`config.mk`:
```
export PLATFORM = sky130hd
export DESIGN_NAME = unified_mem_arbiter
export DESIGN_NICKNAME = d
export VERILOG_FILES = /design/src/rtl/unified_mem_arbiter_pkg.sv /design/src/rtl/unified_mem_arbiter_pick.sv /design/src/rtl/unified_mem_arbiter.sv
export SDC_FILE = /design/constraint.sdc
export NUM_CORES = 1
export LEC_CHECK = 0
export CAP_MARGIN = 10
export CORE_MARGIN = 8
export CORE_UTILIZATION = 50
export CTS_BUF_LIST = sky130_fd_sc_hd__clkbuf_8
export DETAILED_ROUTE_END_ITERATION = 7
export DONT_BUFFER_PORTS = 1
export HOLD_SLACK_MARGIN = 0.05
export PLACE_DENSITY_LB_ADDON = 0.25
export SETUP_SLACK_MARGIN = 0.05
export SYNTH_ARGS = -nofsm -noshare
export SYNTH_HDL_FRONTEND = slang
export SYNTH_SLANG_ARGS = --single-unit
export TNS_END_PERCENT = 30
```
`constraint.sdc`:
```
create_clock -name clk -period 1.5 [get_ports clk]
set_input_delay 0.225 -clock clk [delete_from_list [all_inputs] [get_ports clk]]
set_output_delay 0.225 -clock clk [all_outputs]
set_load 0.03 [all_outputs]
```
`src/rtl/unified_mem_arbiter_pkg.sv`:
```
// Shared types and constants for the unified memory arbiter.
// Latency: n/a (declarations only).
// Backpressure: n/a.
package unified_mem_arbiter_pkg;

    // Arbiter FSM encodings (2 bits)
    typedef enum logic [1:0] {
        MEMARB_IDLE    = 2'd0,
        MEMARB_BUSY_IF = 2'd1,
        MEMARB_BUSY_DM = 2'd2,
        MEMARB_RESP    = 2'd3
    } memArbState_t;

    // Default number of back-to-back data grants tolerated while fetch waits
    localparam int MEMARB_STARVE_LIMIT = 4;

    // One-hot-or-zero grant vector produced by the pick logic
    typedef struct packed {
        logic fetch;
        logic data;
    } memArbGrant_t;

    // Counter width able to hold 0..limit; never narrower than one bit
    function automatic int starveCntWidth(input int limit);
        return (limit < 2) ? 1 : $clog2(limit + 1);
    endfunction

endpackage

```
`src/rtl/unified_mem_arbiter_pick.sv`:
```
// Arbitration decision between fetch and data requesters (data first, starvation guard).
// Latency: purely combinational.
// Backpressure: none; caller only acts on the grant while idle.
//
// Ports:
//   ifReq     - fetch request
//   dmReq     - data request
//   starveCnt - data grants made while fetch was waiting
//   grant     - at most one of {fetch, data} set
module mem_arb_pick
    import unified_mem_arbiter_pkg::*;
#(
    parameter int STARVE_LIMIT = MEMARB_STARVE_LIMIT,
    localparam int CNT_W = starveCntWidth(STARVE_LIMIT)
) (
    input  logic             ifReq,
    input  logic             dmReq,
    input  logic [CNT_W-1:0] starveCnt,
    output memArbGrant_t     grant
);

    localparam logic [CNT_W-1:0] STARVE_MAX = CNT_W'(STARVE_LIMIT);

    logic fetchTurn;

    always_comb begin
        // A zero limit disables the guard entirely: data always wins a tie
        fetchTurn = (STARVE_LIMIT != 0) && (starveCnt == STARVE_MAX);
        grant     = '0;
        if (dmReq && !(ifReq && fetchTurn)) begin
            grant.data = 1'b1;
        end else if (ifReq) begin
            grant.fetch = 1'b1;
        end
    end

endmodule

```
`src/rtl/unified_mem_arbiter.sv`:
```
// Shares one single-ported variable-latency memory between fetch and data stages.
// Latency: grant at N, mem_req at N+1, earliest valid at N+2; one RESP cycle between accesses.
// Backpressure: requesters hold req until their valid pulse; stall_x = req & ~valid.
//
// Ports:
//   clk, rst                              - clock, synchronous active-high reset
//   if_req/if_addr/if_rdata/if_valid       - fetch read channel
//   dm_req/dm_we/dm_addr/dm_wdata/dm_rdata/dm_valid - data load/store channel
//   stall_if, stall_dm                    - combinational stalls to the hazard unit
//   mem_req/mem_we/mem_addr/mem_wdata     - registered request to memory, held until mem_ack
//   mem_ack/mem_rdata                     - memory completion pulse and read data
module unified_mem_arbiter
    import unified_mem_arbiter_pkg::*;
#(
    parameter int WORD_SIZE    = 32,
    parameter int ADDR_W       = 32,
    parameter int STARVE_LIMIT = MEMARB_STARVE_LIMIT
) (
    input  logic                 clk,
    input  logic                 rst,

    input  logic                 if_req,
    input  logic [ADDR_W-1:0]    if_addr,
    output logic [WORD_SIZE-1:0] if_rdata,
    output logic                 if_valid,

    input  logic                 dm_req,
    input  logic                 dm_we,
    input  logic [ADDR_W-1:0]    dm_addr,
    input  logic [WORD_SIZE-1:0] dm_wdata,
    output logic [WORD_SIZE-1:0] dm_rdata,
    output logic                 dm_valid,

    output logic                 stall_if,
    output logic                 stall_dm,

    output logic                 mem_req,
    output logic                 mem_we,
    output logic [ADDR_W-1:0]    mem_addr,
    output logic [WORD_SIZE-1:0] mem_wdata,
    input  logic                 mem_ack,
    input  logic [WORD_SIZE-1:0] mem_rdata
);

    localparam int               CNT_W      = starveCntWidth(STARVE_LIMIT);
    localparam logic [CNT_W-1:0] STARVE_MAX = CNT_W'(STARVE_LIMIT);

    memArbState_t     state;
    memArbState_t     stateNext;
    logic [CNT_W-1:0] starveCnt;
    memArbGrant_t     grant;

    logic grantIf;
    logic grantDm;
    logic ackIf;
    logic ackDm;

    mem_arb_pick #(
        .STARVE_LIMIT (STARVE_LIMIT)
    ) u_pick (
        .ifReq     (if_req),
        .dmReq     (dm_req),
        .starveCnt (starveCnt),
        .grant     (grant)
    );

    // State register
    always_ff @(posedge clk) begin
        if (rst) begin
            state <= MEMARB_IDLE;
        end else begin
            state <= stateNext;
        end
    end

    // Next-state logic; RESP never looks at requests so a held req is not re-granted
    always_comb begin
        stateNext = state;
        unique case (state)
            MEMARB_IDLE: begin
                if (grant.data) begin
                    stateNext = MEMARB_BUSY_DM;
                end else if (grant.fetch) begin
                    stateNext = MEMARB_BUSY_IF;
                end
            end
            MEMARB_BUSY_IF,
            MEMARB_BUSY_DM: begin
                if (mem_ack) begin
                    stateNext = MEMARB_RESP;
                end
            end
            MEMARB_RESP: stateNext = MEMARB_IDLE;
            default:     stateNext = MEMARB_IDLE;
        endcase
    end

    // Control strobes; mem_ack outside the busy states falls through unused
    always_comb begin
        grantIf = (state == MEMARB_IDLE) && grant.fetch;
        grantDm = (state == MEMARB_IDLE) && grant.data;
        ackIf   = (state == MEMARB_BUSY_IF) && mem_ack;
        ackDm   = (state == MEMARB_BUSY_DM) && mem_ack;
    end

    // Registered datapath, response pulses and starvation counter
    always_ff @(posedge clk) begin
        if (rst) begin
            mem_req   <= 1'b0;
            mem_we    <= 1'b0;
            mem_addr  <= '0;
            mem_wdata <= '0;
            if_valid  <= 1'b0;
            dm_valid  <= 1'b0;
            if_rdata  <= '0;
            dm_rdata  <= '0;
            starveCnt <= '0;
        end else begin
            if_valid <= 1'b0;
            dm_valid <= 1'b0;

            // Fields are captured once at grant so memory sees a stable request
            if (grantDm) begin
                mem_req   <= 1'b1;
                mem_we    <= dm_we;
                mem_addr  <= dm_addr;
                mem_wdata <= dm_wdata;
            end else if (grantIf) begin
                mem_req  <= 1'b1;
                mem_we   <= 1'b0;
                mem_addr <= if_addr;
            end

            if (ackIf) begin
                mem_req  <= 1'b0;
                if_valid <= 1'b1;
                if_rdata <= mem_rdata;
            end

            if (ackDm) begin
                mem_req  <= 1'b0;
                dm_valid <= 1'b1;
                // Stores complete without disturbing the last load result
                if (!mem_we) begin
                    dm_rdata <= mem_rdata;
                end
            end

            // Only data grants that actually made fetch wait are counted
            if (grantIf) begin
                starveCnt <= '0;
            end else if (grantDm && if_req && (starveCnt != STARVE_MAX)) begin
                starveCnt <= starveCnt + 1'b1;
            end
        end
    end

    assign stall_if = if_req & ~if_valid;
    assign stall_dm = dm_req & ~dm_valid;

endmodule
```
==> reports/results.tsv, run 1 <==
stage	metric	value	unit
sta	fin_skew	12.3	ps
power	power_density	2040	nW/µm²
die	die_h	119	µm
yosys	yosys.area.top_type	dfxtp_1	
die	die_area	14100	µm²
worst_setup_path	worst_path_max_delay_cell	a311oi_1	
worst_setup_path	reg2reg_slack	-170	ps
yosys	syn_inst	604	
placement	gp_congestion	0.765	
yosys	synth_top_flop_cell	dfxtp_1	
yosys	ys_seq_elements	137	
sta	hold_viol	98	
placement	placed_area	5570	µm²
yosys	yosys-top-cells-area	dfxtp_1, a21oi_1, nand3_1, a22o_1, a311oi_1	
worst_setup_path	required	1820	ps
global_routing	antenna_found_initial	1	
worst_setup_path	cp_num_buf_inv	2	
yosys	syn-num-nets	743	
cells_and_area	nNetsFinal	802	
cts	clock_latency	440	ps
power	p_sw	5.94	mW
sta	max_freq	599	MHz
placement	dp_hpwl	11500	µm
cells_and_area	fill_cells	777	
die	ioPinCount	268	
yosys	yosysSeqAreaShare	0.518	
yosys	async_flop_share	0	
cts	clk_path_buf_depth	2	
routing	drc	0	
global_routing	grt_pass1_vias	4701	
worst_setup_path	arrival	1990	ps
cts	cts_made_buffers	17	
power	p_comb_frac	0.352	
worst_setup_path	critical_path.cell_chain	inv_2 > ha_4 > and3_4 > clkbuf_16 > o21ai_1 > a311oi_1	
global_routing	grt_max_degree	104	
yosys	synth.top_cell.area_share	0.518	
cts	postCtsHoldBufs	35	
worst_setup_path	cp-start-kind	flop	
power	p_int	8.54	mW
sta	fin_crit_sh	1.11	
sta	fin_crit	1670	ps
cells_and_area	multi_input_area	2450	µm²
cts	clk_pin_slew	80	ps
power	seq_power_share	0.434	
cells_and_area	area_delta_synth_final	34.2	%
run_status	status	finished with violations	
sta	hold_ws	-146	ps
yosys	synth.avg_cell_area	8.77	µm²
power	swShare	0.410	
sta	rsz0062_at_grt	true	
yosys	ys_types	33	
power	vdd_ir_drop_max	1.29	mV
yosys	netlist_top_cells_count	dfxtp_1, nand2_1, a21oi_1	
routing	first_iter_violations	724	
placement	portBuffers	0	
worst_setup_path	cp_top_family	compound AO/OA/AOI/OAI gates	
yosys	syn-cell-area	5300	µm²
min_path	hp-class	input port to flop	
routing	routed_via_density	6.27	
yosys	yosysMostFrequentCell	dfxtp_1	
sta	slew-limit-headroom	0.729	
power	pwr-share-clk	0.214	
routing	firstDrtPassIters	5	
cts	clkSinkCount	137	
job	cap_violations	0	
routing	postRouteAntennaNets	0	
cells_and_area	regArea	2750	µm²
die	start_util	0.513	
routing	avgRoutedWirePerCell	23.6	µm
yosys	synth_edf_count	0	
sta	setup_slack	-171	ps
power	p_leak	2.61	nW
worst_setup_path	critPathMaxFanout	7	
run_status	violations	negative hold slack, negative setup slack	
worst_setup_path	max_stage_delay	380	ps
cts	cts_tree	built	
global_routing	grtUsageTotal	0.236	
worst_setup_path	crit_path_end_kind	flop	
sta	final-setup-viol-count	6	
routing	routed_wl	19200	µm
global_routing	gr-total-overflow	0	
placement	post-place-ws	-21.5	ps
die	die_width	119	µm
die	num_rows	37	
worst_setup_path	path_class	flop to flop	
die	core-area	10300	µm²
power	power.total	14.5	mW
cells_and_area	stdcell_area	7110	µm²
sta	finalMaxSlewViolations	0	
cts	cts_root_buf	clkbuf_8	
global_routing	grt_pass1_wl	26800	µm
yosys	synth_warnings	0	
routing	vias	5101	
sta	worst_slew_pin_slew	405	ps
cells_and_area	layout-drive-gt1-share	0.221	
cts	cts-htree-levels	4	
[path summary, 6_finish.rpt]
path,startpoint,depth (start not counted),end
worst max-delay path,starveCnt[0],6,mem_addr[23]
worst min register to register,mem_wdata[0],2,mem_wdata[0]
worst min-delay path,rst,1,dm_rdata[20]
worst max register to register,starveCnt[0],6,mem_addr[23]
[what timing repair did]
item | 4_1_cts | 5_1_grt
endpoints found under the setup margin | 64 | 73
buffers inserted | 2 | 15
endpoints found under the hold margin | 137 | 102
pin swaps | 3 | 36
gates cloned | 2 | 13
gates resized for setup | 7 | 79
[cells by family after synthesis]
| family | synth area share |
|---|---|
| adders and majority gates | 0.0118 |
| DFF | 0.518 |
| AOI/OAI and AO/OA | 0.251 |
| and+or+nand+nor | 0.153 |
| buffers and inverters | 0.0664 |
[flip-flops by register name (all words and copies together), names as in the netlist, 2 cells and up]
register / flops
mem_addr: 32
if_rdata: 32
dm_rdata: 32
starveCnt: 3
state: 2
mem_wdata: 32
[per-stage QoR]
stage | instances | setup TNS (ps) | utilization
after floorplan | 604 | 0 | -
after global placement | 713 | 0 | 0.540
after global routing | 812 | -2080 | 0.689
after detailed placement | 713 | -51.5 | 0.540
after CTS | 783 | 0 | 0.624
final | 813 | -242 | 0.689
[placed cells by master, fill, tap and decap left out, types with 2 or more instances in the layout]
master and instances:
a211oi_1 2, a21oi_1 60, a21oi_2 8, a22o_1 32, a311oi_1 21, a311oi_2 11, buf_12 17, buf_16 2
buf_4 29, buf_6 7, bufinv_16 3, clkbuf_16 11, clkbuf_8 18, clkinv_2 3, clkinvlp_4 5, dfxtp_1 133
dfxtp_2 4, diode_2 2, dlygate4sd3_1 35, ha_1 3, ha_4 2, inv_1 2, inv_2 4, nand2_1 71
nand3_1 57, nand3_2 7, nand4_1 2, nor2_1 34, nor2_2 2, nor2b_1 2, o21ai_0 32, o21ai_1 26
o21ai_2 8
[layer usage]
layer  GRT usage  vias up  routed length (µm)
met4       0.134        0                 630
met5           0        -                   0
met2       0.366      360                9400
li1            -     2291                   -
met1       0.265     2388                6920
met3       0.107       62                2240
[layout make-up]
class                   instances  area share
diodes                          2    0.000704
clock buffers                  18      0.0348
clock inverters                13      0.0218
inverters                       5     0.00264
multi-input cells             401       0.344
flip-flops and latches        137       0.386
well taps                     136      0.0239
repair buffers                101       0.185
[power groups by stage]
stage | Sequential [mW] | Combinational, mW | Clock (mW)
3_5_place_dp | 6.35 | 3.40 | 0
4_1_cts | 6.27 | 3.66 | 3.13
5_1_grt | 6.37 | 5.43 | 3.29
2_1_floorplan | 6.33 | 2.37 | 0
6_report | 6.29 | 5.09 | 3.10
3_3_place_gp | 6.33 | 3.27 | 0
No activity file was read; power rests on OpenSTA's default activity.
==> run 2: changes to the inputs <==
- ABC_AREA: not set -> 0
==> results of run 2 <==
The final DEF is identical to that of run 1; final timing and power are the same.
==> run 3: changes to the inputs <==
- ABC_CLOCK_PERIOD_IN_PS: not set -> 1500
- CAP_MARGIN: 10 -> not set
==> results of run 3 <==
The final DEF is identical to that of run 1; final timing and power are the same.
